--- config.mk ---
export PLATFORM = sky130hd
export DESIGN_NAME = interrupt_ctrl16_flat
export DESIGN_NICKNAME = d
export VERILOG_FILES = /design/src/rtl/interrupt_ctrl16_if.sv /design/src/rtl/interrupt_ctrl16.sv /design/src/flat_wrapper.sv
export SDC_FILE = /design/constraint.sdc
export NUM_CORES = 1
export LEC_CHECK = 0
export BUFFER_PORTS_ARGS = -buffer_cell sky130_fd_sc_hd__buf_2
export CAP_MARGIN = 20
export CORE_ASPECT_RATIO = 1.75
export CORE_MARGIN = 8
export CORE_UTILIZATION = 50
export DETAILED_ROUTE_END_ITERATION = 8
export PLACE_DENSITY = 0.74
export SLEW_MARGIN = 20
export SYNTH_ARGS = -nofsm -noshare
export SYNTH_HDL_FRONTEND = slang
export SYNTH_SLANG_ARGS = --single-unit
--- constraint.sdc ---
create_clock -name CLK -period 3.9 [get_ports CLK]
set_input_delay 1.17 -clock CLK [delete_from_list [all_inputs] [get_ports CLK]]
set_output_delay 1.17 -clock CLK [all_outputs]
set_load 0.01 [all_outputs]
--- src/rtl/interrupt_ctrl16_if.sv ---
// interrupt_ctrl16 bus: request lines, mask write port,
// CPU handshake and debug view of the pending register.
interface interrupt_ctrl16_if;
   logic [15:0] IRQ;
   logic        MASK_WE;
   logic [15:0] MASK_IN;
   logic        INT_ACK;
   logic        INT_DONE;
   logic        INT_REQ;
   logic [3:0]  S;
   logic        IN_SERVICE;
   logic [15:0] PENDING;

   modport master (
      output IRQ, MASK_WE, MASK_IN, INT_ACK, INT_DONE,
      input  INT_REQ, S, IN_SERVICE, PENDING
   );

   modport slave (
      input  IRQ, MASK_WE, MASK_IN, INT_ACK, INT_DONE,
      output INT_REQ, S, IN_SERVICE, PENDING
   );
endinterface

--- src/rtl/interrupt_ctrl16.sv ---
// 16-source edge-captured, fixed-priority interrupt controller
// driving the select of a downstream 16:1 vector mux.
module interrupt_ctrl16 (
   input logic              CLK,
   input logic              RST_N,
   interrupt_ctrl16_if.slave bus
);

   typedef enum logic [1:0] {
      IDLE    = 2'd0,
      REQ     = 2'd1,
      SERVICE = 2'd2
   } state_t;

   state_t      state;
   state_t      state_n;
   logic [3:0]  sel;
   logic [3:0]  sel_n;
   logic [15:0] pending;
   logic [15:0] pending_n;
   logic [15:0] mask;
   logic [15:0] irq_d;
   logic [15:0] cand;
   logic [15:0] clr;
   logic [3:0]  win;
   logic        any;
   logic        take;

   assign cand = pending & mask;
   assign any  = |cand;

   // lowest set candidate index wins
   always_comb begin
      win = 4'd0;
      for (int i = 15; i >= 0; i--) begin
         if (cand[i]) win = 4'(i);
      end
   end

   // next state, select and acknowledge decode
   always_comb begin
      state_n = state;
      sel_n   = sel;
      take    = 1'b0;
      unique case (state)
         IDLE: begin
            if (any) begin
               sel_n   = win;
               state_n = REQ;
            end
         end
         REQ: begin
            if (bus.INT_ACK) begin
               take    = 1'b1;
               state_n = SERVICE;
            end
         end
         SERVICE: begin
            if (bus.INT_DONE) state_n = IDLE;
         end
         default: state_n = IDLE;
      endcase
   end

   // ack clears the granted bit; a fresh edge in the same cycle wins
   always_comb begin
      clr       = take ? (16'd1 << sel) : 16'd0;
      pending_n = (pending & ~clr) | (bus.IRQ & ~irq_d);
   end

   // FSM and select registers
   always_ff @(posedge CLK or negedge RST_N) begin
      if (!RST_N) begin
         state <= IDLE;
         sel   <= 4'd0;
      end else begin
         state <= state_n;
         sel   <= sel_n;
      end
   end

   // edge history, pending and mask registers
   always_ff @(posedge CLK or negedge RST_N) begin
      if (!RST_N) begin
         irq_d   <= 16'd0;
         pending <= 16'd0;
         mask    <= 16'd0;
      end else begin
         irq_d   <= bus.IRQ;
         pending <= pending_n;
         if (bus.MASK_WE) mask <= bus.MASK_IN;
      end
   end

   assign bus.INT_REQ    = (state == REQ);
   assign bus.IN_SERVICE = (state == SERVICE);
   assign bus.S          = sel;
   assign bus.PENDING    = pending;

endmodule

--- src/flat_wrapper.sv ---
// flat-port wrapper written by rule: the top's interface ports become plain ports
module interrupt_ctrl16_flat 
  (CLK, RST_N, bus_IRQ, bus_MASK_WE, bus_MASK_IN, bus_INT_ACK, bus_INT_DONE, bus_INT_REQ, bus_S, bus_IN_SERVICE, bus_PENDING);
  interrupt_ctrl16_if bus_i ();
  input logic CLK;
  input logic RST_N;
  input wire logic [$bits(bus_i.IRQ)-1:0] bus_IRQ;
  input wire logic [$bits(bus_i.MASK_WE)-1:0] bus_MASK_WE;
  input wire logic [$bits(bus_i.MASK_IN)-1:0] bus_MASK_IN;
  input wire logic [$bits(bus_i.INT_ACK)-1:0] bus_INT_ACK;
  input wire logic [$bits(bus_i.INT_DONE)-1:0] bus_INT_DONE;
  output wire logic [$bits(bus_i.INT_REQ)-1:0] bus_INT_REQ;
  output wire logic [$bits(bus_i.S)-1:0] bus_S;
  output wire logic [$bits(bus_i.IN_SERVICE)-1:0] bus_IN_SERVICE;
  output wire logic [$bits(bus_i.PENDING)-1:0] bus_PENDING;
  assign bus_i.IRQ = bus_IRQ;
  assign bus_i.MASK_WE = bus_MASK_WE;
  assign bus_i.MASK_IN = bus_MASK_IN;
  assign bus_i.INT_ACK = bus_INT_ACK;
  assign bus_i.INT_DONE = bus_INT_DONE;
  assign bus_INT_REQ = bus_i.INT_REQ;
  assign bus_S = bus_i.S;
  assign bus_IN_SERVICE = bus_i.IN_SERVICE;
  assign bus_PENDING = bus_i.PENDING;
  interrupt_ctrl16 u_core (.CLK(CLK), .RST_N(RST_N), .bus(bus_i));
endmodule
* Yosys cells after proc, flatten, opt, wreduce, memory -nomap -nowiden
Cells that the tools add are included.
** Word-level totals
- Bits in registers :: 54
- Input port bits :: 37
- Output and inout port bits :: 22
- Logic and storage cells :: 44
** Operators by class
- Eq/ne operators :: 5
- Shifts and indexed selects :: 1
- Multiplexer cells :: 23
- Bitwise logic cells :: 6
- Reductions and logical operators :: 4
** Operator list (count)
- 2-to-1 mux 4 bit :: 16
- AND 16 bit :: 3
- inverter 16 bit :: 2
- 2-to-1 mux 16 bit :: 1
- bitwise OR 16 bit :: 1
- OR reduction 16 bit :: 1
- << shifter 1 x 4 -> 16 bit (first input constant) :: 1
- 2-to-1 mux 2 bit :: 3
- one-hot mux 2 bit (3 select lines) :: 1
- != test 2 bit (second input constant) :: 2
- AND reduction 3 bit :: 1
- equality test 2 x 1 -> 1 bit (second input constant) :: 1
- equality test 2 bit (second input constant) :: 1
- zero test 2 bit :: 1
- 2-to-1 mux 1 bit :: 2
- != test 2 x 1 -> 1 bit (second input constant) :: 1
- AND reduction 2 bit :: 1

* Longest topological paths before layout
- Depth after elaboration :: 17
- Mapped depth :: 6
- Gate-level depth less buffers :: 5

* Worst setup path after synthesis
No wires, ideal clock.
- Path type :: in2reg
- Start :: input port bus_MASK_WE
- End :: register u_core.mask[10]
- Library setup time :: 0.125 ns
- Data arrival time :: 1.877 ns
- Data required time :: 3.775 ns
- Path slack :: 1.898 ns
- Stages :: 3
- Path buffers :: 2
- Path through :: buf_2 buf_2 mux2_2
** RTL lines
- from (decl) :: RTL line flat_wrapper.sv:8 : input wire logic [$bits(bus_i.MASK_WE)-1:0] bus_MASK_WE;
- to (signal assigned) :: RTL line interrupt_ctrl16.sv:91 : if (bus.MASK_WE) mask <= bus.MASK_IN;
- to (decl) :: RTL line interrupt_ctrl16.sv:21 : logic [15:0] mask;
No word-level cell between the ends.

* Worst setup path after layout
- Start :: register u_core.state[1]
- End :: output port bus_INT_REQ
** On the way
- Longest elaborated chain between the ends :: 1
** RTL lines
- from (decl) :: RTL line interrupt_ctrl16.sv:15 : state_t state;
- from (signal assigned) :: RTL line interrupt_ctrl16.sv:77 : state <= state_n;
- equality test 2 x 1 -> 1 bit :: RTL line interrupt_ctrl16.sv:95 : assign bus.INT_REQ = (state == REQ);
- to (decl) :: RTL line flat_wrapper.sv:12 : output wire logic [$bits(bus_i.INT_REQ)-1:0] bus_INT_REQ;
Every way passes these cells.

==> summary.txt <==
Status
  • Status: finished clean

Detailed routing
  • Total length of routed wires: 4.99 mm
  • Via density: 5.44
  • Routed Antenna Nets: 0
  • First-pass iteration count of the detailed router: 4
  • DRC violation count after routing: 0
  • Routed wirelength normalized by instance count: 16.7 um
  • Starting DRC count in detailed routing: a little under 60
  • Detailed-route via count: 1622

Clocking
  • Clk_lat worst skew: 0.31 ns
  • Buffer cell driving the clock tree root: sky130_fd_sc_hd__clkbuf_8
  • # Post-CTS Setup Buffers: 0
  • CTS hold repair buffers: 0
  • Post-CTS sizing: 0
  • CTS H-Tree Depth: 2
  • Clock sink count: 54
  • Worst-path clk slew: 0.10 ns
  • Total CTS buffers: 5
  • TritonCTS clock tree: yes
  • Max Root-Sink Buffers: 2

GRT
  • Pin count of the biggest net entering global routing: 32
  • Met2 usage: 0.267
  • Met3 capacity usage during global routing: 0.0529
  • Total routing resource utilization after global routing: 0.155
  • Vias in the first global route: around 1700
  • Met1 Use GR: 0.167
  • Most used routing layer in global routing: met2
  • Global-route congestion overflow total: 0
  • Wire length of the first global-routing pass: approximately 8.3 mm
  • Number of antenna violations at the first check in global routing: 0

STA
  • Worst slew margin relative to its limit: 0.560
  • Total negative slack: 0 ns
  • Worst Setup Slack, final: 1.60 ns
  • Transition time at the pin with the least slew margin: 0.659 ns
  • Post-layout min period: 2.30 ns
  • Final max-slew violation count: 0
  • Final worst path period share: 0.590
  • RSZ-0062 raised after global routing: no
  • Worst hold slack: 0.420 ns
  • Max Fclk: between 400 and 500 MHz
  • Final clock skew: 0.0117 ns
  • Final setup violation count: 0
  • Number of hold violations in the final report: 0

Synthesis
  • Area share of the largest cell type after synthesis: 0.617
  • Number of distinct library cells after synthesis: 31
  • Flops & latches, synth: between 50 and 60
  • Largest cells by area after synthesis: sky130_fd_sc_hd__dfrtp_1, sky130_fd_sc_hd__mux2_2, sky130_fd_sc_hd__o21ai_0, sky130_fd_sc_hd__a22oi_2, sky130_fd_sc_hd__inv_1
  • Mapped cell area: 2190 sq um
  • Post-Synthesis Mean Instance Area: between 10 and 15 sq um
  • Gate count of the mapped netlist: between 150 and 200
  • Most common flop cell mapped by yosys: sky130_fd_sc_hd__dfrtp_1
  • Count leader, synth: sky130_fd_sc_hd__dfrtp_1
  • Post-synth EDFFs: 0
  • Sequential fraction of the synthesis area: 0.617
  • Number of nets produced by synthesis: 220
  • Synth area leader: sky130_fd_sc_hd__dfrtp_1
  • Leading cell types by count after synthesis: sky130_fd_sc_hd__dfrtp_1, sky130_fd_sc_hd__o21ai_0, sky130_fd_sc_hd__inv_1
  • Number of warnings reported in the yosys synthesis log: 0
  • Synth async-reset ratio: 1.00

Critical path
  • Crit path DAT: 1.13 ns
  • Kind of critical path: flip-flop to output port
  • Critical-path top delay cell: sky130_fd_sc_hd__dfrtp_1
  • Maximum net fanout on the critical path: 6
  • Maximum single-stage delay on the critical path: between 0.4 and 0.5 ns
  • Endpoint required time on the critical path: 2.73 ns
  • Critical path capture point type: output port
  • Critical path, cell by cell: nor2b_2 -> buf_2
  • CP Launch Type: flip-flop

Placed design
  • Port Buffers: 58
  • Dpl ws: roughly 1.8 ns
  • HPWL after detailed placement: around 4.0 mm
  • Final RePlAce weighted congestion: between 0.8 and 0.9

Power
  • Total power density per cell area: ~530 nW/um^2
  • Switching part of the total power: 0.337
  • Max rail drop VDD: between 0.0004 and 0.0005 V
  • Proportion of power drawn by combinational gates: 0.248
  • Internal portion of total power: around 0.9 mW
  • Leakage power total: 1.20 nW
  • Power spent charging and discharging nets: 0.464 mW
  • Clock Power Share: 0.230
  • Seq pwr share: 0.522

Die
  • Die height: roughly 100 um
  • Core Box Area: 4320 sq um
  • Initial core utilization: 0.506
  • Count of standard-cell rows: 32
  • Horiz. Die Dim: 66.0 um
  • Die outline area: roughly 7000 sq um
  • IO Pins: 59

Finish
  • Total inserted antenna cells: 0
  • Share of post-route cells with drive strength above 1: 0.385
  • Fin nets: 283
  • Growth of design area from synthesis to finish: 19.9%
  • Final design utilization: 0.607

Run
  • Maxcap violations: 0

Worst hold path
  • Path type of the worst min-delay path: flip-flop to flip-flop
-- path summary, 6_finish.rpt --
kind | startpoint | endpoint | slack, ns | depth (start not counted)
max in group asynchronous | RST_N | u_core.bus.PENDING[5] | 2.28 | 2
hold reg to reg | u_core.irq_d[0] | u_core.bus.PENDING[0] | 0.42 | 1
setup reg to reg | u_core.bus.PENDING[14] | u_core.bus.S[1] | 2.37 | 5
min in group asynchronous | RST_N | u_core.bus.PENDING[12] | 0.87 | 1
hold / removal | u_core.irq_d[0] | u_core.bus.PENDING[0] | 0.42 | 1
setup / recovery | u_core.state[1] | bus_INT_REQ | 1.60 | 2
-- state kept, by name (all words and copies together) (netlist names) --
name,count
u_core.bus.PENDING,16
u_core.bus.S,4
u_core.irq_d,16
u_core.mask,16
u_core.state,2
-- power by group through the flow --
stage                     combinational [mW]  clock (mW)  sequential (mW)
after floorplan                        0.198           0            0.730
after global placement                 0.339           0            0.726
after detailed placement               0.349           0            0.729
after CTS                              0.350       0.326            0.717
after global routing                   0.384       0.351            0.731
final                                  0.342       0.317            0.719
-- final cells by class --
| class | count | area, sq um |
|---|---|---|
| clock inverter | 3 | 22.5 |
| clock buffer | 5 | 68.8 |
| fill | 390 | 1700 |
| tap | 51 | 63.8 |
| sequential | 54 | 1350 |
| timing repair buffer | 59 | 298 |
| inverter | 18 | 67.6 |
| multi-input combinational | 108 | 752 |
-- worst max-delay path: cells and delay by family, from the launching register on --
family,cells,cell delay (ns)
flops,1,0.41
buf+inv,1,0.18
simple gates,1,0.23
-- logic make-up after synthesis --
kind of cell | count (synthesis) | synth area share
AND/OR/NAND/NOR | 31 | 0.0766
multiplexers | 16 | 0.0823
AO/OA/AOI/OAI | 61 | 0.185
flip-flops | 54 | 0.617
buffers and inverters | 21 | 0.0389
-- cell usage in the layout, fill, tap and decap left out, drive strengths merged, types with 2 or more instances in the layout --
cell	n
nand3	2
nand4b	2
clkbuf	5
inv	20
dfrtp	54
nand4	3
buf	59
o21ai	38
mux2	16
a31oi	2
nand2b	3
a21oi	2
a22o	3
o31ai	2
a22oi	8
nand2	16
-- per-layer routing --
layer | up-vias | routed length (um)
li1 | 777 | -
met1 | 794 | 1900
met2 | 43 | 2690
met3 | 8 | 320
met4 | 0 | 84
met5 | - | 0
-- metrics by stage --
| step | instances | power [mW] | instance area (sq um) |
|---|---|---|---|
| after floorplan | 183 | 0.928 | 2190 |
| after global placement | 290 | 1.07 | 2530 |
| after detailed placement | 290 | 1.08 | 2530 |
| after CTS | 298 | 1.39 | 2620 |
| after global routing | 298 | 1.47 | 2620 |
| final | 298 | 1.38 | 2620 |
(Power assumes the default switching activity.)
